[config.mk]
export PLATFORM = sky130hd
export DESIGN_NAME = alu_op_sequencer
export DESIGN_NICKNAME = d
export VERILOG_FILES = /design/src/rtl/alu_op_sequencer.sv
export SDC_FILE = /design/constraint.sdc
export NUM_CORES = 1
export LEC_CHECK = 0
export CORE_ASPECT_RATIO = 1.4
export CORE_UTILIZATION = 37
export DETAILED_ROUTE_END_ITERATION = 10
export PLACE_DENSITY = 0.73
export SLEW_MARGIN = 20
export SYNTH_ARGS = -nofsm -noshare
export SYNTH_HDL_FRONTEND = slang
export SYNTH_SLANG_ARGS = --single-unit
[constraint.sdc]
create_clock -name clk -period 1.65 [get_ports clk]
set_input_delay 0.33 -clock clk [delete_from_list [all_inputs] [get_ports clk]]
set_output_delay 0.33 -clock clk [all_outputs]
set_load 0.05 [all_outputs]
[src/rtl/alu_op_sequencer.sv]
// Initiator for a registered ALU: one command in flight, fixed-latency capture, valid/ready response.
// Optional operand chaining (A <- last result) is built when ALU_SEQ_CHAIN_EN is defined.
module alu_op_sequencer #(
  parameter int NUMBITS     = 16,
  parameter int ALU_LATENCY = 1
) (
  input  logic               clk,
  input  logic               reset,
  input  logic               cmd_valid,
  output logic               cmd_ready,
  input  logic [NUMBITS-1:0] cmd_a,
  input  logic [NUMBITS-1:0] cmd_b,
  input  logic [2:0]         cmd_opcode,
  input  logic               cmd_chain,
  output logic [NUMBITS-1:0] alu_a,
  output logic [NUMBITS-1:0] alu_b,
  output logic [2:0]         alu_opcode,
  input  logic [NUMBITS-1:0] alu_result,
  input  logic               alu_carryout,
  input  logic               alu_overflow,
  input  logic               alu_zero,
  output logic               rsp_valid,
  input  logic               rsp_ready,
  output logic [NUMBITS-1:0] rsp_result,
  output logic               rsp_carryout,
  output logic               rsp_overflow,
  output logic               rsp_zero,
  output logic               busy
);

  localparam logic [3:0] LAT = 4'(ALU_LATENCY);

  typedef enum logic [1:0] {S_IDLE, S_WAIT, S_RESP} state_e;

  state_e             state_q, state_d;
  logic [3:0]         cnt_q, cnt_d;
  logic [NUMBITS-1:0] a_q, a_d, b_q, b_d;
  logic [2:0]         op_q, op_d;
  logic [NUMBITS-1:0] res_q, res_d;
  logic               c_q, c_d, v_q, v_d, z_q, z_d;
  logic [NUMBITS-1:0] a_sel;

`ifdef ALU_SEQ_CHAIN_EN
  // The captured result register doubles as the chain accumulator: it holds the
  // last captured result and clears on reset.
  assign a_sel = cmd_chain ? res_q : cmd_a;
`else
  logic unused_chain;
  assign unused_chain = cmd_chain;
  assign a_sel        = cmd_a;
`endif

  always_comb begin
    state_d = state_q;
    cnt_d   = cnt_q;
    a_d     = a_q;
    b_d     = b_q;
    op_d    = op_q;
    res_d   = res_q;
    c_d     = c_q;
    v_d     = v_q;
    z_d     = z_q;
    case (state_q)
      S_IDLE: if (cmd_valid) begin
        a_d     = a_sel;
        b_d     = cmd_b;
        op_d    = cmd_opcode;
        cnt_d   = LAT;
        state_d = S_WAIT;
      end
      S_WAIT: if (cnt_q != 4'd0) begin
        cnt_d = cnt_q - 4'd1;
      end else begin
        res_d   = alu_result;
        c_d     = alu_carryout;
        v_d     = alu_overflow;
        z_d     = alu_zero;
        state_d = S_RESP;
      end
      S_RESP: if (rsp_ready) state_d = S_IDLE;
      default: state_d = S_IDLE;
    endcase
  end

  always_ff @(posedge clk or negedge reset) begin
    if (!reset) begin
      state_q <= S_IDLE;
      cnt_q   <= '0;
      a_q     <= '0;
      b_q     <= '0;
      op_q    <= '0;
      res_q   <= '0;
      c_q     <= 1'b0;
      v_q     <= 1'b0;
      z_q     <= 1'b0;
    end else begin
      state_q <= state_d;
      cnt_q   <= cnt_d;
      a_q     <= a_d;
      b_q     <= b_d;
      op_q    <= op_d;
      res_q   <= res_d;
      c_q     <= c_d;
      v_q     <= v_d;
      z_q     <= z_d;
    end
  end

  assign cmd_ready    = (state_q == S_IDLE);
  assign rsp_valid    = (state_q == S_RESP);
  assign busy         = (state_q != S_IDLE);
  assign alu_a        = a_q;
  assign alu_b        = b_q;
  assign alu_opcode   = op_q;
  assign rsp_result   = res_q;
  assign rsp_carryout = c_q;
  assign rsp_overflow = v_q;
  assign rsp_zero     = z_q;

endmodule

Yosys cells after proc, flatten, opt, wreduce, memory -nomap -nowiden
Cells that the tools add are included.

Output and inout bits: 57. Register bits: 60. Logic and storage cells: 32. Bits of input ports: 59.

Equality and inequality tests: 6. Bitwise logic cells: 1. $add $sub $neg: 1. Mux-type cells: 7. Reductions and logical operators: 8.

Operators with widths (count): $mux 4 (2); $pmux 4 s2 (1); $mux 2 (3); $ne 2x2->1 const B (3); $pmux 2 s3 (1); $reduce_and 3->1 (2); $reduce_and 2->1 (2); $reduce_bool 2->1 (2); $reduce_bool 4->1 (1); $sub 4x1->4 const B (1); $eq 2x1->1 const B (1); $eq 2x2->1 const B (1); $logic_not 2->1 (1); $ne 2x1->1 const B (1); $not 1->1 (1).

Depth between registers and ports, before layout
Gate-level depths: netlist of the first run.

Depth in word-level cells: 3. Gate-level depth with buffers: 6. Gate-level depth less buffers: 5.

Worst setup path before layout of the first run
No wires, ideal clock.

Kind: flip-flop to flip-flop. Start point: reg state_q[1]. End point: reg a_q[10], in the netlist alu_a[10]. Data required time: 1.525 ns. Period minus slack after synthesis: 1.834 ns. Stages on the path, launching flop included: 7. Setup time: 0.125 ns. Buffers on the path: 2. Arrival: 1.709 ns. Path slack: -0.184 ns. Path through: dfrtp_1 or2_4 inv_2 and2_4 buf_12 buf_12 mux2_4.

Cells in the longest elaborated chain, start to end: 2.

RTL lines: start: declaration (RTL line 35) `state_e state_q, state_d;`; start signal: assignment (RTL line 97) `state_q <= state_d;`; $logic_not 2->1; net cmd_ready (RTL line 10) `output logic cmd_ready,`; $reduce_and 2->1 (no source line); end signal: assignment (RTL line 89) `a_q <= '0;`; end signal: assignment (RTL line 99) `a_q <= a_d;`; end: declaration (RTL line 37) `logic [NUMBITS-1:0] a_q, a_d, b_q, b_d;`.

The timed path passes the listed nets, and every way through them passes these cells. A chain may end at the register's enable or synchronous reset.

Final worst setup path of the first run
Start point: reg cnt_q[0]. End point: reg res_q[5], in the netlist rsp_result[5].

Cells in the longest elaborated chain, start to end: 3.

RTL lines: start: declaration (RTL line 36) `logic [3:0] cnt_q, cnt_d;`; start signal: assignment (RTL line 98) `cnt_q <= cnt_d;`; $reduce_bool 4->1 (RTL line 71) `S_WAIT: if (cnt_q != 4'd0) begin`; $not 1->1 (no source line); $reduce_and 2->1 (no source line); end signal: assignment (RTL line 102) `res_q <= res_d;`; end: declaration (RTL line 39) `logic [NUMBITS-1:0] res_q, res_d;`.

No other way between the ends.

==> run summary, run 1 <==
Largest net degree at the start of global routing: 61
Mapped cell area: 2520 µm²
Crit path launch type: flop
Via density: 4.75
Rel. slew slack: 78.5%
DR DRC count: 0
Hpwl dp: 3720 µm
Worst slew pin tran: 0.322 ns
Initial Util: 38.3%
Main synth FF type: dfrtp_1
Share of cells above drive strength 1: 53.6%
Number of I/O port buffers: 114
Commonest non-fill, non-tap cell in the layout: buf_4
1st-pass router iterations: 4
# IOs: 116
Min Tclk post-route: 1.60 ns
Final Hold Fails: 0
Later-pin clock latency in the skew report: 0.34 ns
Period utilization: 97.0%
Dpl cells: 345
Routed vias: 1,734
DIE WIDTH: 71.7 µm
Crit path buffers/inverters: 2
Worst Setup End Kind: flop
Number of flops mapped to enable cells by yosys: 0
Critical Path, Cell by Cell: inv_2 > ha_4 > nor3b_4 > nand3b_1 > buf_6 > mux2_2
Worst path slowest cell: dfrtp_1
WP data arrival: 1.81 ns
Setup violators final: 0
Kind of critical path: flop to flop
Largest stage delay, worst path: 0.39 ns
Max Slew Vio Count: 0
DIE AREA: 7140 µm²
Root Buffer: clkbuf_8
Hold Path Class: flop to flop
Row cnt: 35
Delay-heaviest family, CP: simple AND/OR/NAND/NOR gates
Total Routed Length: 5420 µm
Initial drt markers: 58
Initial antenna violation count: 0
CP max FO: 7
First-pass GRT wire length: 8510 µm
Area growth, synth to finish: 57.4%
Sequential share of the synthesized area: 59.7%
Non-filler cells, final: 365
CTS tree: yes
Area of the core: 6570 µm²
CTS buffer count: 9
Total global routing overflow: 0
Clk sinks: 60
Max-cap viol count: 0
Most frequent cells in the layout: buf_4, dfrtp_1, clkdlybuf4s50_1, mux2_4, mux2_2
H-tree levels: 3
Die Height: 99.6 µm
Final net count: 347
F_max: 625 MHz
Clk pin slew, worst setup/hold paths: 0.07 ns
Post-Syn Nets: 211
Clock skew: 0.00510 ns
GR Util All Layers: 16.1%
Async SR Flop Fraction: 100%
Synth Register Bits: 60
Syn Area/Cell: 16.7 µm²
Post-synthesis instance total: 151
Antenna violation net count after detailed routing: 0
Status: finished, final reports clean
Yosys warns: 0
Setup repair after global routing missed its margin: true
Diodes inserted: 0
Detailed-route wire length per cell: 14.9 µm
Vias in the first global route: 1,803
RD Place Congestion: 0.697
CTS max path bufs: 2
Library cells used by synthesis: 25
CP required: 1.87 ns
cells by family after synthesis:
| family | after synthesis | share of synthesized area, % |
|---|---|---|
| buffers and inverters | 11 | 4.38 |
| AOI/OAI and AO/OA | 7 | 1.94 |
| DFF | 60 | 59.7 |
| and+or+nand+nor | 17 | 4.57 |
| muxes | 55 | 28.9 |
| adders and majority gates | 1 | 0.497 |
sequential cells by signal (all words and copies together), names as in the netlist:
| name | count |
|---|---|
| rsp_result | 16 |
| state_q | 2 |
| alu_b | 16 |
| alu_a | 16 |
| rsp_zero | 1 |
| rsp_overflow | 1 |
| alu_opcode | 3 |
| rsp_carryout | 1 |
| cnt_q | 4 |
metrics by stage:
stage / instance area (µm²) / worst slack, ns / utilization (%) / hold WS [ns] / setup TNS, ns
after detailed placement: 3690 / -0.0218 / 56.1 / 0.363 / -0.0835
after global placement: 3690 / -0.0106 / 56.1 / 0.364 / -0.0142
after floorplan: 2520 / -0.0338 / - / 0.0344 / -0.954
final: 3960 / 0.0501 / 60.3 / 0.509 / 0
after global routing: 3960 / -0.0322 / 60.3 / 0.522 / -0.328
after CTS: 3920 / 0.00130 / 59.6 / 0.511 / 0
Yosys cell counts, types with 2 or more instances:
| master | n | share of area, % |
|---|---|---|
| dfrtp_1 | 60 | 60 |
| mux2_4 | 29 | 17 |
| mux2_2 | 26 | 12 |
| buf_12 | 4 | 3.2 |
| buf_2 | 3 | 0.60 |
| inv_1 | 3 | 0.45 |
| nand2_1 | 3 | 0.45 |
| a22o_1 | 2 | 0.70 |
| nand3_1 | 2 | 0.40 |
| nor2b_1 | 2 | 0.50 |
| nor3_1 | 2 | 0.40 |
| o21ai_0 | 2 | 0.40 |
layout make-up:
class	instances	area, µm²
Clock buffer	10	138
Clock inverter	5	52.6
Fill cell	551	2610
Inverter	4	22.5
Multi-Input combinational cell	80	932
Sequential cell	60	1500
Tap cell	74	92.6
Timing Repair Buffer	132	1220
worst reg2reg max path: stages, from the launching register on:
cell	delay, ns
dfrtp_1	0.39
inv_2	0.08
ha_4	0.13
nor3b_4	0.20
nand3b_1	0.20
buf_6	0.20
mux2_2	0.28
timing repair:
item / 4_1_cts / 5_1_grt
hold buffers: 1 / 0
cloned: 0 / 1
endpoints found under the hold margin: 25 / 0
pin swaps: 0 / 3
gates resized for setup: 6 / 9
endpoints found under the setup margin: 8 / 20
setup buffers: 1 / 3
routing by layer:
layer	wire length, µm	track usage (%)
met5	0	0
met4	123	8.14
met3	417	6.18
met2	2720	26.8
met1	2160	17.7
path summary, 6_finish.rpt:
check | startpoint | endpoint | slack, ns | depth (start not counted)
worst max-delay path | cnt_q[0] | rsp_result[5] | 0.05 | 6
worst min-delay path | rsp_result[4] | rsp_result[4] | 0.51 | 1
worst max register to register | cnt_q[0] | rsp_result[5] | 0.05 | 6
worst min register to register | rsp_result[4] | rsp_result[4] | 0.51 | 1
max in group asynchronous | reset | alu_a[6] | 0.85 | 3
min in group asynchronous | reset | alu_b[0] | 0.52 | 3
Power of run 1 is not shown: default switching activity piles up to over one toggle a cycle in this logic, so the estimate is an artifact.
==> inputs of run 2 (changes only) <==
CTS_CLUSTER_DIAMETER = 80   (was default)
HOLD_SLACK_MARGIN = 0.03   (was default)
==> results of run 2 <==
Same layout as run 1: the final DEF is identical, and so are final timing and power.
Power of run 2 is left out for the same reason.
